===== config.mk =====
export PLATFORM = sky130hd
export DESIGN_NAME = controlador_semaforo
export DESIGN_NICKNAME = d
export VERILOG_FILES = /design/src/rtl/controlador_semaforo_pkg.sv /design/src/rtl/controlador_semaforo_tick.sv /design/src/rtl/controlador_semaforo.sv
export SDC_FILE = /design/constraint.sdc
export NUM_CORES = 1
export LEC_CHECK = 0
export BUFFER_PORTS_ARGS = -buffer_cell sky130_fd_sc_hd__buf_2
export CAP_MARGIN = 20
export CELL_PAD_IN_SITES_DETAIL_PLACEMENT = 0
export CELL_PAD_IN_SITES_GLOBAL_PLACEMENT = 2
export CORE_AREA = 2 2 89 91
export DETAILED_ROUTE_END_ITERATION = 16
export DIE_AREA = 0 0 91 93
export PLACE_DENSITY = 0.6
export SLEW_MARGIN = 20
export SYNTH_ARGS = -nofsm -noshare
export SYNTH_HDL_FRONTEND = slang
export SYNTH_SLANG_ARGS = --single-unit

===== constraint.sdc =====
create_clock -name clock -period 2.1 [get_ports clock]
set_input_delay 0.21 -clock clock [delete_from_list [all_inputs] [get_ports clock]]
set_output_delay 0.21 -clock clock [all_outputs]
set_load 0.005 [all_outputs]

===== src/rtl/controlador_semaforo_pkg.sv =====
// Shared definitions for the pedestrian-crossing sequencer: phase codes,
// lamp patterns and the width helper used to size counters.
package controlador_semaforo_pkg;

   // Phase codes, also exported on the estado debug port
   typedef enum logic [1:0] {
      VERDE    = 2'd0,
      AMBAR    = 2'd1,
      ROJO     = 2'd2,
      PEATONES = 2'd3
   } fase_t;

   // Car lamp patterns {rojo, ambar, verde}
   localparam logic [2:0] COCHES_VERDE = 3'b001;
   localparam logic [2:0] COCHES_AMBAR = 3'b010;
   localparam logic [2:0] COCHES_ROJO  = 3'b100;

   // Pedestrian lamp patterns {verde, rojo}
   localparam logic [1:0] PEATONES_ROJO  = 2'b01;
   localparam logic [1:0] PEATONES_VERDE = 2'b10;

   // ceil(log2(valor)) with a floor of one bit, usable in constant context
   function automatic int ancho_log2(input int valor);
      int ancho;
      ancho = 1;
      while ((1 << ancho) < valor) begin
         ancho = ancho + 1;
      end
      return ancho;
   endfunction

endpackage


===== src/rtl/controlador_semaforo_tick.sv =====
// Free-running modulo-N prescaler producing a one-cycle terminal-count tick.
module prescaler_tick
   import controlador_semaforo_pkg::*;
#(
   parameter int MODULO = 50000000
) (
   input  logic clock,
   input  logic reset,
   input  logic enable,
   output logic tick
);

   localparam int              ANCHO  = ancho_log2(MODULO);
   localparam logic [ANCHO-1:0] ULTIMO = ANCHO'(MODULO - 1);

   logic [ANCHO-1:0] cuenta_reg;
   logic [ANCHO-1:0] cuenta_next;
   logic             terminal;

   assign terminal = (cuenta_reg == ULTIMO);

   // Advance only while enabled; wrap back to zero after the terminal count
   always_comb begin
      cuenta_next = cuenta_reg;
      if (enable) begin
         cuenta_next = terminal ? '0 : cuenta_reg + ANCHO'(1);
      end
   end

   // Count register with synchronous reset
   always_ff @(posedge clock) begin
      if (reset) begin
         cuenta_reg <= '0;
      end else begin
         cuenta_reg <= cuenta_next;
      end
   end

   // Tick is suppressed while frozen or held in reset
   assign tick = enable & terminal & ~reset;

endmodule


===== src/rtl/controlador_semaforo.sv =====
// Pedestrian-crossing sequencer: VERDE -> AMBAR -> ROJO -> PEATONES -> VERDE,
// with phase lengths counted in prescaler ticks and a latched walk request.
module controlador_semaforo
   import controlador_semaforo_pkg::*;
#(
   parameter int MODULO_PRESCALER = 50000000,
   parameter int T_VERDE          = 8,
   parameter int T_AMBAR          = 2,
   parameter int T_ROJO           = 1,
   parameter int T_PEATON         = 6
) (
   input  logic       clock,
   input  logic       reset,
   input  logic       enable,
   input  logic       peticion,
   output logic [2:0] luz_coches,
   output logic [1:0] luz_peatones,
   output logic       ack_peticion,
   output logic [1:0] estado,
   output logic       tick
);

   localparam int T_MAX_VA = (T_VERDE > T_AMBAR) ? T_VERDE : T_AMBAR;
   localparam int T_MAX_RP = (T_ROJO > T_PEATON) ? T_ROJO : T_PEATON;
   localparam int T_MAX    = (T_MAX_VA > T_MAX_RP) ? T_MAX_VA : T_MAX_RP;
   localparam int PW       = ancho_log2(T_MAX);

   // Last counter value of each phase
   localparam logic [PW-1:0] FIN_VERDE  = PW'(T_VERDE - 1);
   localparam logic [PW-1:0] FIN_AMBAR  = PW'(T_AMBAR - 1);
   localparam logic [PW-1:0] FIN_ROJO   = PW'(T_ROJO - 1);
   localparam logic [PW-1:0] FIN_PEATON = PW'(T_PEATON - 1);

   fase_t         estado_reg;
   fase_t         estado_next;
   logic [PW-1:0] fase_cnt_reg;
   logic [PW-1:0] fase_cnt_next;
   logic          latch_reg;
   logic          latch_next;
   logic [2:0]    coches_reg;
   logic [2:0]    coches_next;
   logic [1:0]    peatones_reg;
   logic [1:0]    peatones_next;
   logic          ack_reg;
   logic          ack_next;
   logic          tick_int;
   logic          pendiente;
   logic          entrada_peatones;

   prescaler_tick #(
      .MODULO(MODULO_PRESCALER)
   ) u_prescaler (
      .clock (clock),
      .reset (reset),
      .enable(enable),
      .tick  (tick_int)
   );

   assign pendiente = latch_reg | peticion;

   // Next phase and phase counter; everything moves only on tick cycles
   always_comb begin
      estado_next   = estado_reg;
      fase_cnt_next = fase_cnt_reg;
      if (tick_int) begin
         unique case (estado_reg)
            VERDE: begin
               // Counter saturates here so green can be held indefinitely
               if (fase_cnt_reg == FIN_VERDE) begin
                  if (pendiente) estado_next = AMBAR;
               end else begin
                  fase_cnt_next = fase_cnt_reg + PW'(1);
               end
            end
            AMBAR: begin
               if (fase_cnt_reg == FIN_AMBAR) estado_next = ROJO;
               else fase_cnt_next = fase_cnt_reg + PW'(1);
            end
            ROJO: begin
               if (fase_cnt_reg == FIN_ROJO) estado_next = PEATONES;
               else fase_cnt_next = fase_cnt_reg + PW'(1);
            end
            PEATONES: begin
               if (fase_cnt_reg == FIN_PEATON) estado_next = VERDE;
               else fase_cnt_next = fase_cnt_reg + PW'(1);
            end
         endcase
         if (estado_next != estado_reg) fase_cnt_next = '0;
      end
   end

   // Request latch, grant pulse and lamp decode from the upcoming phase
   always_comb begin
      entrada_peatones = (estado_next == PEATONES) && (estado_reg != PEATONES);
      latch_next       = latch_reg;
      if (entrada_peatones) begin
         // Granting consumes the request, including one arriving this cycle
         latch_next = 1'b0;
      end else if (peticion && (estado_reg != PEATONES)) begin
         latch_next = 1'b1;
      end
      ack_next      = entrada_peatones;
      coches_next   = COCHES_VERDE;
      peatones_next = PEATONES_ROJO;
      unique case (estado_next)
         VERDE: begin
            coches_next   = COCHES_VERDE;
            peatones_next = PEATONES_ROJO;
         end
         AMBAR: begin
            coches_next   = COCHES_AMBAR;
            peatones_next = PEATONES_ROJO;
         end
         ROJO: begin
            coches_next   = COCHES_ROJO;
            peatones_next = PEATONES_ROJO;
         end
         PEATONES: begin
            coches_next   = COCHES_ROJO;
            peatones_next = PEATONES_VERDE;
         end
      endcase
   end

   // State, counter, latch and registered outputs with synchronous reset
   always_ff @(posedge clock) begin
      if (reset) begin
         estado_reg   <= VERDE;
         fase_cnt_reg <= '0;
         latch_reg    <= 1'b0;
         coches_reg   <= COCHES_VERDE;
         peatones_reg <= PEATONES_ROJO;
         ack_reg      <= 1'b0;
      end else begin
         estado_reg   <= estado_next;
         fase_cnt_reg <= fase_cnt_next;
         latch_reg    <= latch_next;
         coches_reg   <= coches_next;
         peatones_reg <= peatones_next;
         ack_reg      <= ack_next;
      end
   end

   assign luz_coches   = coches_reg;
   assign luz_peatones = peatones_reg;
   assign ack_peticion = ack_reg;
   assign estado       = estado_reg;
   assign tick         = tick_int;

endmodule

# After elaboration in Yosys (flattened, before gate mapping)
# Cells that the tools add are included.
# word_totals
memories,0
output_inout_bits,9
ramBits,0
inputBits,4
mem_bits_ro,0
register_bits,38
latchBits,0
word_cells,55
# op_classes
add_sub_neg,2
magnitude_cmp,0
multipliers,0
shifts,0
bitwise,4
n_reduce_logical,9
mux,17
eq_ne,16
n_div,0
# ops
cell,count
"adder 26 x 1 -> 26 bit, second input constant",1
"== test 26 bit, second input constant",1
2-to-1 mux 26 bit,1
2-to-1 mux 3 bit,5
2-to-1 mux 2 bit,7
"!= test 3 bit, second input constant",4
case mux 3 bit (4 select lines),1
case mux 3 bit (3 select lines),1
"== test 2 bit, second input constant",4
case mux 2 bit (4 select lines),1
"== test 3 bit, second input constant",2
AND reduction 5 bit,1
"== test 2 x 1 -> 1 bit, second input constant",2
logical NOT 2 bit,2
case mux 2 bit (2 select lines),1
OR reduction 2 bit,2
"adder 3 x 1 -> 3 bit, second input constant",1
"== test 3 x 1 -> 1 bit, second input constant",1
logical NOT 3 bit,1
OR reduction 3 bit,1
AND 1 bit,2
logical AND 1 bit,2
!= test 2 bit,1
"!= test 2 bit, second input constant",1
other kinds (2),2

# Depth between registers and ports, before layout
# depth
word_depth,9
depth_mapped,8
depth_no_buf,7

# Hierarchy
# Synthesis repeated with hierarchy kept, for this count alone.
# hier_totals
cells_unflattened,215
area_unflattened_um2,1934.4
# modules_own_cells
mod,cells_per_inst,area_per_inst_um2,n_inst,seq_area_each_um2
prescaler_tick,151,1315.0,1,520.5
controlador_semaforo,64,619.3,1,240.2

# Least setup slack after synthesis
# No wires, ideal clock.
# synth_path
path_kind,flip-flop to flip-flop
start,register u_prescaler.cuenta_reg[7]
end,register peatones_reg[0] (netlist: luz_peatones[0])
required_ps,1986
path_stages_with_launch,6
synth_period_minus_slack_ps,2117
setup_ps,114
arrival_ps,2003
path_buffers,0
setup_slack_ps,-17
path_cell_list,dfxtp_1 > or4_4 > nor4_4 > nand3_2 > or4_4 > a21bo_1
# synth_between
elab_chain_len,7
word_cells_on_any_way,10
classes_between,4 x eq/ne; 2 x mux; 2 x bitwise; 2 x reduce/logical
# synth_lines
item,line_no,rtl
"start, declared",controlador_semaforo_tick.sv:16,logic [ANCHO-1:0] cuenta_reg;
"start signal, assigned",controlador_semaforo_tick.sv:35,cuenta_reg <= cuenta_next;
== test 26 bit *,controlador_semaforo_tick.sv:20,assign terminal = (cuenta_reg == ULTIMO);
AND 1 bit * (2 in series),controlador_semaforo_tick.sv:40,assign tick = enable & terminal & ~reset;
2-to-1 mux 2 bit *,controlador_semaforo.sv:65,if (tick_int) begin
== test 2 bit (tied with other cells),controlador_semaforo.sv:105,unique case (estado_next)
OR reduction 3 bit (no source line),--,
case mux 2 bit (2 select lines) *,controlador_semaforo.sv:105,
"end signal, assigned",controlador_semaforo.sv:139,peatones_reg <= peatones_next;
"end, declared",controlador_semaforo.sv:42,logic [1:0] peatones_reg;
# Mark *: on every way between the ends. The rest lies on a longest branch, timed or not.
# A chain may end at the register's enable or synchronous reset.

# Worst setup path after layout
# layout_path
start,register u_prescaler.cuenta_reg[10]
end,register coches_reg[1] (netlist: luz_coches[1])
# layout_between
elab_chain_len,7
word_cells_on_any_way,10
classes_between,4 x eq/ne; 2 x mux; 2 x bitwise; 2 x reduce/logical
# layout_lines
item,line_no,rtl
== test 26 bit *,controlador_semaforo_tick.sv:20,
AND 1 bit * (2 in series),controlador_semaforo_tick.sv:40,
2-to-1 mux 2 bit *,controlador_semaforo.sv:65,
== test 2 bit,controlador_semaforo.sv:105,
OR reduction 2 bit (no source line),--,
case mux 3 bit (3 select lines) *,controlador_semaforo.sv:105,
"end signal, assigned",controlador_semaforo.sv:138,coches_reg <= coches_next;
"end, declared",controlador_semaforo.sv:40,logic [2:0] coches_reg;
# Marks and branches as above.

==> flow_summary.ini <==
[floorplanning]
die_h_um = 93
core_area_um2 = 7530
chipWidth_um = 91
start_util_pct = 24.1
die_area_um2 = 8460
ios = 13
num_rows = 32

[global_routing]
grt_pass1_wl_um = 7160
overflow = 0
grt_pass1_vias = 1478
grt_usage_pct = 10.8
grt_antenna_before_repair = 0
grt_start_max_net_pins = 25

[synthesis]
synth-seq-cells = 38
postSynthAreaPerCell_um2 = 9.19
synth_fp_nets = 206
synth_warnings = 0
synth.top_cell.area_share_pct = 42.0
ys_types = 37
syn-instance-count = 197
synth_top_cell_by_area = dfxtp_1
async_flop_share_pct = 0
synth_area_leaders = dfxtp_1, xor2_1, nor2_1
synth_area_um2 = 1810
yosysSeqAreaShare_pct = 42.0
ys.flop_type = dfxtp_1
synth_enable_flop_cells = 0

[setup_path]
ff2ff_path_depth = 6
r2r_end = luz_coches[1]
arrival_ns = 2.39
reg2reg_slack_ns = -0.10
start_kind = flop
reg2reg_from = u_prescaler.cuenta_reg[10]
cp-end-kind = flop
critical_path_class = reg2reg
cp.required_ns = 2.29
critPathMaxFanout = 3

[min_path]
hold_start = enable
worstHoldPathCells = 3
hold_path.class = in2reg
holdPathEnd = u_prescaler.cuenta_reg[1]

[sta]
fin_tns_setup_ns = -0.284
hold_viol = 0
fin_worst_skew_ns = 0.00582
finalCritPeriodShare_pct = 105
rsz0062_at_grt = yes
setup-violations-final = 4
worst_slack_ns = -0.104
max_freq_ghz = 0.454
drv_slew = 0
fin_crit_ns = 2.20
worstMarginPinSlew_ns = 0.366
maxSlewHeadroom_pct = 75.6

[placement]
post-place-ws_ns = -0.0261
port_buffers = 12
dp_hpwl_um = 2840
dpl.cell_count = 324
gp_congestion = 0.701

[power]
p_sw_uw = 277
seqPwrFrac_pct = 58.9
pwr-share-clk_pct = 38.2
p_int_uw = 963
power.leakage_nw = 0.845
peakVddDrop_v = 0.000195
pwr_density_cell_nw_per_um2 = 542
p_total_mw = 1.24
power_frac_comb_pct = 2.9
swShare_pct = 22.3

[clock_tree]
holdBufCountCts = 0
cts-root-buf = clkbuf_8
cts_tree = done
clk_pin_slew_worst_paths_ns = 0.07
insertion_delay_ns = 0.29
cts_max_path_buffers = 2
clock_sinks = 38
cts_made_buffers = 5
h-tree-depth = 2

[outcome]
violations = setup timing
status = finished, violations left

[final_layout]
drive_gt1_share_pct = 27.5
final_cell_mix = nor2_1, dfxtp_1, xor2_1, buf_4, nand2_1
final_cells = 335
antenna_cells = 0
fin_util_pct = 30.4
largest_reg_flops = 26
area_growth_pct = 26.4
nets = 242

[route]
dr.pass1.iters = 4
wirelength_um = 4010
num_vias = 1448
drc = 0
ant_nets = 0
wl_per_cell_um = 12.0
viasPerCell = 4.32
drtIter0Drc = 41

[job]
maxCapViolations = 0
-- cells by family (layout without fill, tap and decap cells) --
group | after synthesis | count (layout) | synth area share (%)
muxes | 3 | 3 | 1.80
and+or+nand+nor | 106 | 106 | 33.2
xor gates and xnor gates | 25 | 25 | 12.1
buffers and inverters | 8 | 44 | 1.87
DFF | 38 | 38 | 42.0
adders and majority gates | 5 | 5 | 3.46
AOI/OAI and AO/OA | 12 | 12 | 5.60
-- power by group through the flow --
stage	clock network (mW)	logic (mW)	registers, mW
3_3_place_gp	0	0.0354	0.747
4_1_cts	0.506	0.0360	0.730
5_1_grt	0.545	0.0417	0.731
3_5_place_dp	0	0.0354	0.747
2_1_floorplan	0	0.0207	0.746
6_report	0.473	0.0362	0.730
-- per-layer routing --
metal / wire, um / global-route usage (%) / part of all wire, % / vias up
met4: 76 / 4.55 / 1.9 / 0
met2: 1890 / 18.1 / 47 / 19
met5: 0 / 0 / 0 / -
met1: 1910 / 12.8 / 48 / 665
li1: - / - / - / 758
met3: 135 / 3.14 / 3.4 / 6
-- worst max path at each step --
| stage | startpoint | slack (ns) | to | cells past startpoint |
|---|---|---|---|---|
| 2_1_floorplan | u_prescaler.cuenta_reg[8] | -0.005 | luz_peatones[0] | 5 |
| 3_3_place_gp | u_prescaler.cuenta_reg[8] | 0.009 | luz_peatones[0] | 5 |
| 3_5_place_dp | u_prescaler.cuenta_reg[8] | -0.03 | luz_peatones[0] | 5 |
| 4_1_cts | u_prescaler.cuenta_reg[12] | -0.11 | luz_peatones[0] | 6 |
| 5_1_grt | u_prescaler.cuenta_reg[10] | -0.22 | luz_coches[1] | 6 |
| 6_report | u_prescaler.cuenta_reg[10] | -0.10 | luz_coches[1] | 6 |
-- layout make-up --
class                           count  area, um^2
Clock buffer                        5        68.8
Clock inverter                      2        10.0
Fill cell                         830        5240
Inverter                            3        11.3
Multi-Input combinational cell    151        1060
Sequential cell                    38         764
Tap cell                          102         128
Timing Repair Buffer               34         241
-- metrics by stage --
step	hold WS [ns]	area (um^2)
after CTS	0.244	2230
after detailed placement	0.473	2120
after floorplan	0.353	1810
after global placement	0.462	2120
after global routing	0.278	2290
final	0.250	2290
-- Yosys cell counts (3+ instances only) --
cell type / count
xor2_1: 20
nor3_1: 5
nor2_1: 36
nand3_1: 8
buf_2: 3
nand2_1: 17
a21oi_1: 5
nand4b_1: 4
inv_1: 3
xnor2_1: 5
dfxtp_1: 38
nand4_1: 12
ha_1: 5
and3_1: 8
-- what timing repair did --
| item | 4_1_cts | 5_1_grt |
|---|---|---|
| buffers inserted | 2 | 2 |
| pin swaps | 3 | 5 |
| setup endpoints to repair | 3 | 7 |
| gates resized for setup | 5 | 8 |
-- worst max-delay path: stages, from the launching register on --
cell and delay (ns):
dfxtp_2 0.32, or4_4 0.54, nor4_4 0.29, buf_4 0.17
nand3_4 0.05, or4_4 0.55, and3_4 0.19
Note: power is estimated with default switching activity, not from simulation.
